[config.mk]
export PLATFORM = sky130hd
export DESIGN_NAME = imm_share_arbiter
export DESIGN_NICKNAME = d
export VERILOG_FILES = /design/src/rtl/imm_share_arbiter.sv
export SDC_FILE = /design/constraint.sdc
export NUM_CORES = 1
export LEC_CHECK = 0
export CAP_MARGIN = 5
export CORE_MARGIN = 4
export CORE_UTILIZATION = 41
export DETAILED_ROUTE_END_ITERATION = 8
export MAX_ROUTING_LAYER = met4
export PLACE_DENSITY = 0.81
export SYNTH_ARGS = -nofsm -noshare
export SYNTH_HDL_FRONTEND = slang
export SYNTH_SLANG_ARGS = --single-unit
[constraint.sdc]
create_clock -name clk -period 2.65 [get_ports clk]
set_input_delay 0.265 -clock clk [delete_from_list [all_inputs] [get_ports clk]]
set_output_delay 0.265 -clock clk [all_outputs]
set_load 0.02 [all_outputs]
[src/rtl/imm_share_arbiter.sv]
`default_nettype none
// ============================================================================
// Module      : imm_share_arbiter
// Description : Round-robin arbiter that shares one RV64I immediate decoder
//               between decode (port 0) and branch-target precompute (port 1).
//               The winning instruction's immediate is sign-extended and held
//               in a single-entry registered output stage (valid/ready).
// Ports       : clk, rst_n (async active-low), flush
//               req0_* / req1_*  : valid, ready, 32-bit inst, tag
//               out_*            : valid, ready, imm, noimm, src, tag
//               conflict_cnt     : saturating count of both-valid cycles
// Revision    : 1.0 - initial release
// ============================================================================
module imm_share_arbiter #(
  parameter int DATA_WIDTH = 64,
  parameter int TAG_W      = 4,
  parameter int CNT_W      = 16
) (
  input  logic                  clk,
  input  logic                  rst_n,
  input  logic                  flush,
  input  logic                  req0_valid,
  output logic                  req0_ready,
  input  logic [31:0]           req0_inst,
  input  logic [TAG_W-1:0]      req0_tag,
  input  logic                  req1_valid,
  output logic                  req1_ready,
  input  logic [31:0]           req1_inst,
  input  logic [TAG_W-1:0]      req1_tag,
  output logic                  out_valid,
  input  logic                  out_ready,
  output logic [DATA_WIDTH-1:0] out_imm,
  output logic                  out_noimm,
  output logic                  out_src,
  output logic [TAG_W-1:0]      out_tag,
  output logic [CNT_W-1:0]      conflict_cnt
);

  localparam logic [6:0] c_OP_IMM    = 7'h13;
  localparam logic [6:0] c_OP_IMM_32 = 7'h1B;
  localparam logic [6:0] c_LOAD      = 7'h03;
  localparam logic [6:0] c_JALR      = 7'h67;
  localparam logic [6:0] c_STORE     = 7'h23;
  localparam logic [6:0] c_BRANCH    = 7'h63;
  localparam logic [6:0] c_JAL       = 7'h6F;
  localparam logic [6:0] c_AUIPC     = 7'h17;
  localparam logic [6:0] c_LUI       = 7'h37;

  logic                  out_valid_q, out_valid_d;
  logic [DATA_WIDTH-1:0] out_imm_q,   out_imm_d;
  logic                  out_noimm_q, out_noimm_d;
  logic                  out_src_q,   out_src_d;
  logic [TAG_W-1:0]      out_tag_q,   out_tag_d;
  logic [CNT_W-1:0]      cnt_q,       cnt_d;
  logic                  last_grant_q, last_grant_d;

  logic                  w_slot_free;
  logic                  w_accept;
  logic                  w_grant1;
  logic                  w_both;
  logic [31:0]           w_inst;
  logic [TAG_W-1:0]      w_tag;
  logic [31:0]           w_imm32;
  logic                  w_noimm;
  logic [DATA_WIDTH-1:0] w_imm_ext;

  // ---------------------------------------------------------------------------
  // Arbitration: a lone requester always wins; on conflict the port that did
  // not win the previous accept gets the grant.
  // ---------------------------------------------------------------------------
  assign w_both      = req0_valid & req1_valid;
  assign w_slot_free = ~out_valid_q | out_ready;
  assign w_accept    = w_slot_free & ~flush & (req0_valid | req1_valid);
  assign w_grant1    = req1_valid & (~req0_valid | ~last_grant_q);

  assign req0_ready  = w_accept & ~w_grant1;
  assign req1_ready  = w_accept &  w_grant1;

  assign w_inst      = w_grant1 ? req1_inst : req0_inst;
  assign w_tag       = w_grant1 ? req1_tag  : req0_tag;

  // ---------------------------------------------------------------------------
  // Immediate decode to a 32-bit sign-extended value first; widening to
  // DATA_WIDTH is done separately so a 32-bit build needs no zero-width pad.
  // ---------------------------------------------------------------------------
  always_comb begin
    w_imm32 = '0;
    w_noimm = 1'b0;
    case (w_inst[6:0])
      c_OP_IMM, c_OP_IMM_32, c_LOAD, c_JALR:
        w_imm32 = {{20{w_inst[31]}}, w_inst[31:20]};
      c_STORE:
        w_imm32 = {{20{w_inst[31]}}, w_inst[31:25], w_inst[11:7]};
      c_BRANCH:
        w_imm32 = {{19{w_inst[31]}}, w_inst[31], w_inst[7], w_inst[30:25],
                   w_inst[11:8], 1'b0};
      c_JAL:
        w_imm32 = {{11{w_inst[31]}}, w_inst[31], w_inst[19:12], w_inst[20],
                   w_inst[30:21], 1'b0};
      c_AUIPC, c_LUI:
        w_imm32 = {w_inst[31:12], 12'h000};
      default:
        w_noimm = 1'b1;
    endcase
  end

  generate
    if (DATA_WIDTH > 32) begin : g_wide
      assign w_imm_ext = {{(DATA_WIDTH-32){w_imm32[31]}}, w_imm32};
    end else begin : g_narrow
      assign w_imm_ext = w_imm32[DATA_WIDTH-1:0];
    end
  endgenerate

  // ---------------------------------------------------------------------------
  // Output stage next-state. Flush only clears valid; the stale payload is
  // harmless because nothing qualifies it without out_valid.
  // ---------------------------------------------------------------------------
  always_comb begin
    out_valid_d  = out_valid_q;
    out_imm_d    = out_imm_q;
    out_noimm_d  = out_noimm_q;
    out_src_d    = out_src_q;
    out_tag_d    = out_tag_q;
    last_grant_d = last_grant_q;

    if (flush) begin
      out_valid_d = 1'b0;
    end else if (w_accept) begin
      out_valid_d  = 1'b1;
      out_imm_d    = w_imm_ext;
      out_noimm_d  = w_noimm;
      out_src_d    = w_grant1;
      out_tag_d    = w_tag;
      last_grant_d = w_grant1;
    end else if (out_ready) begin
      out_valid_d = 1'b0;
    end
  end

  // Conflict counter ignores slot/flush state and sticks at all-ones.
  always_comb begin
    cnt_d = cnt_q;
    if (w_both && (cnt_q != {CNT_W{1'b1}})) begin
      cnt_d = cnt_q + CNT_W'(1);
    end
  end

  // last_grant resets to 1 so port 0 takes the first conflict.
  always_ff @(posedge clk or negedge rst_n) begin
    if (!rst_n) begin
      out_valid_q  <= 1'b0;
      out_imm_q    <= '0;
      out_noimm_q  <= 1'b0;
      out_src_q    <= 1'b0;
      out_tag_q    <= '0;
      cnt_q        <= '0;
      last_grant_q <= 1'b1;
    end else begin
      out_valid_q  <= out_valid_d;
      out_imm_q    <= out_imm_d;
      out_noimm_q  <= out_noimm_d;
      out_src_q    <= out_src_d;
      out_tag_q    <= out_tag_d;
      cnt_q        <= cnt_d;
      last_grant_q <= last_grant_d;
    end
  end

  assign out_valid    = out_valid_q;
  assign out_imm      = out_imm_q;
  assign out_noimm    = out_noimm_q;
  assign out_src      = out_src_q;
  assign out_tag      = out_tag_q;
  assign conflict_cnt = cnt_q;

endmodule
`default_nettype wire
=== Word-level counts from Yosys, hierarchy flattened ===
Index checks and enable logic that the tools add are counted.
W data, S select, Z words.

* Add/subtract/negate cells: 1
* Equality and inequality tests: 10
* Mux-type cells: 7
* Bitwise gates (word level): 14
* Reductions and logical operators: 6

{| class="wikitable"
|+ Operators by type and width
! operator !! count
|-
| $pmux W32 S5 || 1
|-
| $mux W32 || 1
|-
| $eq A7 B5 Y1 const B || 3
|-
| $eq A7 B7 Y1 const B || 3
|-
| $add A16 B1 Y16 const B || 1
|-
| $ne A16 B16 Y1 const B || 1
|-
| $eq A7 B6 Y1 const B || 2
|-
| $reduce_or A9 Y1 || 1
|-
| $eq A7 B2 Y1 const B || 1
|-
| $and A1 B1 Y1 || 6
|-
| $not A1 Y1 || 5
|-
| $mux W1 || 4
|-
| $mux W4 || 1
|-
| $reduce_or A4 Y1 || 1
|-
| $or A1 B1 Y1 || 3
|-
| $reduce_bool A3 Y1 || 1
|-
| $reduce_and A2 Y1 || 1
|-
| $reduce_or A2 Y1 || 1
|-
| $logic_and A1 B1 Y1 || 1
|}

* Bits in registers: 56
* Word-level logic and storage cells: 45

=== Logic depth before layout (Yosys ltp) ===
Gate-level depths: netlist (run 1).

* Depth in word-level cells: 7
* Gate-level depth with buffers: 8
* Depth with buffers taken out: 6

=== Least setup slack after synthesis (run 1) ===
No wires, ideal clock.

* Kind: register to output
* Start: reg out_valid_q, in the netlist out_valid
* End: out req1_ready
* Arrival time: 1810 ps
* Data required time: 2385 ps
* Slack: 575 ps
* Cell stages (with the launch flop): 7
* Cell sequence: dfrtp_1 -> nor2b_1 -> or3_1 -> clkbuf_1 -> clkbuf_1 -> buf_1 -> nor2_1

* Cells in the longest elaborated chain, start to end: 5

{| class="wikitable"
|+ Ends and longest elaborated chain
! item !! line !! RTL
|-
| from (decl) || 49 || <nowiki>logic out_valid_q, out_valid_d;</nowiki>
|-
| from (signal assigned) || 160 || <nowiki>out_valid_q <= out_valid_d;</nowiki>
|-
| $not A1 Y1 || 72 || <nowiki>assign w_slot_free = ~out_valid_q | out_ready;</nowiki>
|-
| $or A1 B1 Y1 || 72 ||
|-
| $and A1 B1 Y1 (2 in series) || 73 || <nowiki>assign w_accept = w_slot_free & ~flush & (req0_valid | req1_valid);</nowiki>
|-
| $and A1 B1 Y1 || 77 || <nowiki>assign req1_ready = w_accept & w_grant1;</nowiki>
|-
| to (decl) || 27 || <nowiki>output logic req1_ready,</nowiki>
|}

Every way passes these cells.

=== Worst setup path in the final report (run 1) ===
* Start: in req1_valid
* End: out req1_ready

* Cells in the longest elaborated chain, start to end: 3
* Elaborated cells on any way between the ends: 4

{| class="wikitable"
|+ Ends and longest elaborated chain
! item !! line !! RTL
|-
| from (decl) || 26 || <nowiki>input logic req1_valid,</nowiki>
|-
| $or A1 B1 Y1 || 73 ||
|-
| $and A1 B1 Y1 || 73 ||
|-
| $and A1 B1 Y1 (*) || 77 ||
|}

Every way passes the cells marked *; elsewhere a longest branch is shown, timed or not.

==> metrics, run 1 <==
utilization after layout=0.645; Overflow after GRT=0; cts hold-fix bufs=0; initial antenna violation count=0; skew final=0.0159 ns; Tmin final=between 2 and 2.5 ns; EDFF count, synth=0; Hold Slack=0.0720 ns; largest net degree at the start of global routing=57; Worst R2R End=out_imm[19]; Max stage delay cell, worst path=clkdlybuf4s50_1; worst slack at placement=around 0.076 ns; total clock sinks=56; first-pass GRT wire length=16,000 um; die width=between 90 and 100 um; worst hold path type=input pin to async pin; Net Sw Frac=0.323; Startpoint Class=input pin; post-CTS sizing=0; Worst-Margin Slew=around 0.70 ns; top_reg_cell synth=dfrtp_1; fin worst setup slack=between 0.15 and 0.2 ns; max-cap viol count=0; RR Startpoint=out_valid; Initial DRT Pass Iterations=4; CP arrival=around 2.2 ns; Final Max Tran Viols=0; Clock Latency Late Sink=0.31 ns; Final Setup Violations=0; P_sw=811 uW; dpl hpwl=between 7000 and 8000 um; cell taking the most area after synthesis=dfrtp_1; final hold viol count=0; FF+latch count, synth=56; row count=32; DR iter-0 viols=around 100; Critical Path Stages=5; CP Capture Type=output pin; crit path cell chain=clkdlybuf4s50_1 -> nor2_1 -> or3_2 -> nor2_1 -> clkdlybuf4s50_1; share of the synthesized area in the top cell type=0.414; H-tree depth=2; Setup crit end=req1_ready; WS Path Type=input pin to output pin; CP Data Required Time=2.38 ns; relative slew slack=0.533; worst setup path startpoint=req1_valid; Max clock buf depth=2; post-synth cell types=49; number of I/O pins=~170; Ys Warns=0; max frequency=roughly 0.4 GHz; Int Power=roughly 1.7 mW; CORE AREA=7810 um2; Via density=5.24; Inst Count DP=slightly below 600; Post-synth ARST share=1.00; top cells by area, synth=dfrtp_1, buf_4, nand2_1; status=finished, final reports clean; Starting Density=0.426; CTS Buf Count=5; syn_area_per_cell=9.59 um2; Crit path largest cell delay=roughly 0.66 ns; Die Y=just under 100 um; sum of negative setup slack=0 ns; wire per inst=around 17 um; vias in the first global route=3,187; Total GRT Usage=0.208; area grow syn2layout=51.3%; fin nets=563; R2R Setup Slk=0.44 ns; clock share of power=0.225; RD Place Congestion=around 0.91; # Post-CTS Setup Buffers=0; register share of total power=0.421; Leak=roughly 2.2 nW; Area after DPL=4920 um2; power per cell area=around 500 nW/um2; die area=slightly below 10,000 um2; Comb power frac=0.354; DR vias=3,076; synthesized area=around 3300 um2; ANT nets after route=0; Syn Inst Count=347; PortBufs=about 170; final wirelength=roughly 10000 um; drt drc=0; worst path bufs/invs=2; Syn Nets=~430; Crit path max-delay family=buffers and inverters; CP max FO=4; worst r2r path cells=6; non-filler cells, final=about 600; power consumption=approximately 2.5 mW; maximum vdd drop=around 0.00041 V; period utilisation layout=0.930; Root Driver=clkbuf_8; CTS tree=yes; finished layout cell area=between 5000 and 6000 um2; sequential area share after synthesis=0.422; ratio of cells with drive above 1 in the final layout=0.0825; ant diodes=0; RSZ-0062 raised after global routing=false; Clock Pin Slew Worst Setup and Hold Paths=roughly 0.11 ns
==> power by group through the flow <==
stage	combinational, mW	clock, mW	sequential (mW)
after floorplan	0.326	0	1.18
after global placement	0.876	0	1.07
after detailed placement	0.896	0	1.07
after CTS	0.898	0.579	1.06
after global routing	0.951	0.622	1.07
final	0.888	0.566	1.06
==> per-layer routing <==
metal / vias up / track usage / wire length [um]
met4: 0 / 0.0426 / 95
met3: 8 / 0.0500 / 619
li1: 1483 / - / -
met2: 115 / 0.363 / 5040
met5: - / - / 0
met1: 1470 / 0.244 / 4090
==> state kept, by name, indices dropped and copies added, names as in the netlist <==
name / flops
conflict_cnt: 16
out_noimm: 1
out_tag: 4
out_imm: 32
out_valid: 1
out_src: 1
last_grant_q: 1
==> worst min path at each step <==
stage / startpoint / end / depth (start not counted)
3_5_place_dp: rst_n / conflict_cnt[11] / 2
4_1_cts: rst_n / out_imm[14] / 2
2_1_floorplan: rst_n / conflict_cnt[0] / 0
6_report: rst_n / out_imm[14] / 2
5_1_grt: rst_n / out_imm[14] / 2
3_3_place_gp: rst_n / conflict_cnt[11] / 2
==> cell type report <==
class / instances / area, um2
Fill cell: 651 / 2780
Timing Repair Buffer: 181 / 1780
Multi-Input combinational cell: 238 / 1600
Sequential cell: 56 / 1400
Tap cell: 102 / 128
Clock buffer: 5 / 68.8
Clock inverter: 3 / 46.3
Inverter: 2 / 7.51
==> synth_stat cells, types with 2 or more instances <==
| cell | count |
|---|---|
| xor2_1 | 2 |
| nand3_1 | 4 |
| clkbuf_1 | 11 |
| nor3_1 | 8 |
| and3_1 | 8 |
| buf_4 | 34 |
| nand4_1 | 9 |
| o22a_1 | 2 |
| nand2b_1 | 9 |
| nor4b_4 | 2 |
| a221o_1 | 7 |
| a21o_1 | 5 |
| nand2_1 | 51 |
| buf_2 | 2 |
| buf_6 | 2 |
| inv_1 | 2 |
| mux2_2 | 4 |
| a22o_1 | 6 |
| a21oi_1 | 21 |
| nor3b_1 | 4 |
| o311a_1 | 8 |
| a31oi_1 | 9 |
| buf_1 | 2 |
| and2_1 | 3 |
| nand3b_1 | 3 |
| dfrtp_1 | 55 |
| xnor2_1 | 12 |
| o21ai_0 | 7 |
| a211o_1 | 4 |
| mux2i_1 | 14 |
| nor2_1 | 19 |
==> cell usage in the layout, fill, tap and decap left out, types with 2 or more instances in the layout <==
cell type	netlist	final
buf_4	34	14
o21ai_0	7	7
xor2_1	2	2
nand4_1	9	9
nor3_1	8	7
a211o_1	4	4
dfrtp_1	55	55
clkbuf_8	0	5
a22o_1	6	6
o311a_1	8	8
nand2_1	51	51
a31oi_1	9	9
clkdlybuf4s50_1	0	165
a221o_1	7	7
nand2b_1	9	9
nor4b_4	2	2
nor3b_1	4	4
inv_1	2	2
xnor2_1	12	12
nand3_1	4	4
mux2_2	4	4
mux2i_1	14	14
a21oi_1	21	21
and2_1	3	3
a21o_1	5	5
o22a_1	2	2
and3_1	8	8
nand3b_1	3	3
nor2_1	19	19
==> worst register-to-register path: cells and delay by family (launching register included) <==
kind | cells | cell delay [ns]
AOI/OAI and AO/OA | 2 | 0.45
buffers and inverters | 1 | 0.30
DFF | 1 | 0.39
and+or+nand+nor | 3 | 0.98
==> logic make-up after synthesis <==
kind of cell	share of synthesized area
XOR/XNOR	0.0369
multiplexers	0.0557
flip-flops	0.422
adder cells (fa/ha/maj)	0.00376
AND/OR/NAND/NOR	0.192
AO/OA/AOI/OAI	0.187
buffers and inverters	0.103
(Power assumes the default switching activity.)
==> run 2: changes to the inputs <==
- REMOVE_ABC_BUFFERS: not set -> 1
==> metrics, run 2 (synthesis gave the netlist of run 1 again) <==
Initial DRT Pass Iterations=4; CP Data Required Time=~2.4 ns; period utilisation layout=0.927; fill count=648; met3 WL=~500 um; die area=between 9000 and 10,000 um2; final hold viol count=0; cts hold-fix bufs=0; max frequency=about 0.41 GHz; RR Startpoint=out_valid; sum of negative setup slack=0 ns; crit path cell chain=nor2b_1 -> or3_2 -> nor2_1 -> clkdlybuf4s50_1; max-cap viol count=0; initial antenna violation count=0; max layer used=met4; WS Path Type=register to output pin; worst path bufs/invs=1; Leak=2.16 nW; Starting Density=0.426; wl on met1=around 4200 um; Clock Pin Slew Worst Setup and Hold Paths=0.11 ns; # Post-CTS Setup Buffers=0; skew final=0.00960 ns; DR vias=around 3,100; ratio of cells with drive above 1 in the final layout=0.0918; worst hold path type=input pin to async pin; H-tree depth=2; number of I/O pins=around 170; most frequent cells in the layout=clkdlybuf4s50_1, dfrtp_1, nand2_1, a21oi_1; Via density=between 5 and 6; power consumption=2.42 mW; drt drc=0; Final Max Tran Viols=0; final wirelength=9800 um; total clock sinks=56; Crit path max-delay family=simple AND/OR/NAND/NOR gates; PortBufs=between 150 and 200; ant diodes=0; wire per inst=roughly 17 um; Crit path largest cell delay=0.65 ns; Final Setup Violations=0; CTS tree=yes; RSZ-0062 raised after global routing=false; most common cell after layout, fill and taps aside=clkdlybuf4s50_1; maximum vdd drop=just over 0.0005 V; CORE AREA=7810 um2; Critical Path Stages=4; fin nets=between 500 and 600; Total GRT Usage=0.208; Root Driver=clkbuf_8; relative slew slack=0.430; largest net degree at the start of global routing=39; Worst-Margin Slew=approximately 0.85 ns; first-pass GRT wire length=about 16,000 um; CP arrival=2.19 ns; CP max FO=4; WL met2=between 5000 and 6000 um; Max clock buf depth=2; max reg flops=32; power per cell area=between 400 and 500 nW/um2; dpl hpwl=between 7000 and 8000 um; die width=98.1 um; Startpoint Class=register; area grow syn2layout=51.7%; R2R Setup Slk=0.45 ns; Max stage delay cell, worst path=clkdlybuf4s50_1; vias in the first global route=roughly 3,200; row count=32; worst setup path startpoint=out_valid; RD Place Congestion=approximately 0.87; Overflow after GRT=0; worst r2r path cells=6; post-CTS sizing=0; CP Capture Type=output pin; status=finished, final reports clean; ANT nets after route=0; CTS Buf Count=5; Tmin final=around 2.5 ns; DR iter-0 viols=155; Clock Latency Late Sink=between 0.3 and 0.4 ns; Die Y=between 90 and 100 um
-- run 2: power by group --
part           internal [mW]  switching [mW]  leakage, nW  total [mW]
Sequential             0.957          0.0982        0.726        1.06
Combinational          0.461           0.431         1.40       0.891
Clock                  0.188           0.282       0.0404       0.470
-- run 2: layer usage --
layer  vias up  GRT usage
met5         -          -
met1      1509      0.262
met4         0     0.0383
li1       1500          -
met2       114      0.354
met3        10     0.0371
-- run 2: worst paths after layout --
check | end
setup reg to reg | out_imm[19]
min in group clk | out_src
hold reg to reg | out_src
setup / recovery | req1_ready
max in group asynchronous | out_noimm
hold / removal | conflict_cnt[1]
-- run 2: final cells by class --
class,count,area [um2],area share
timing repair buffer,186,1820,0.360
inverter,2,7.51,0.00149
tap,102,128,0.0253
sequential,56,1400,0.278
clock inverter,3,23.8,0.00471
clock buffer,5,68.8,0.0136
multi-input combinational,238,1600,0.317
-- run 2: through the flow --
stage | hold WS (ns) | worst slack, ns | area, um2 | util | instances
2_1_floorplan | -0.0306 | -1.90 | 2990 | - | 296
3_3_place_gp | 0.412 | 0.179 | 4950 | 0.635 | 584
3_5_place_dp | 0.416 | 0.0780 | 4950 | 0.635 | 584
4_1_cts | 0.0673 | 0.178 | 5050 | 0.646 | 592
5_1_grt | 0.111 | 0.0572 | 5050 | 0.646 | 592
6_report | 0.0561 | 0.194 | 5050 | 0.646 | 592
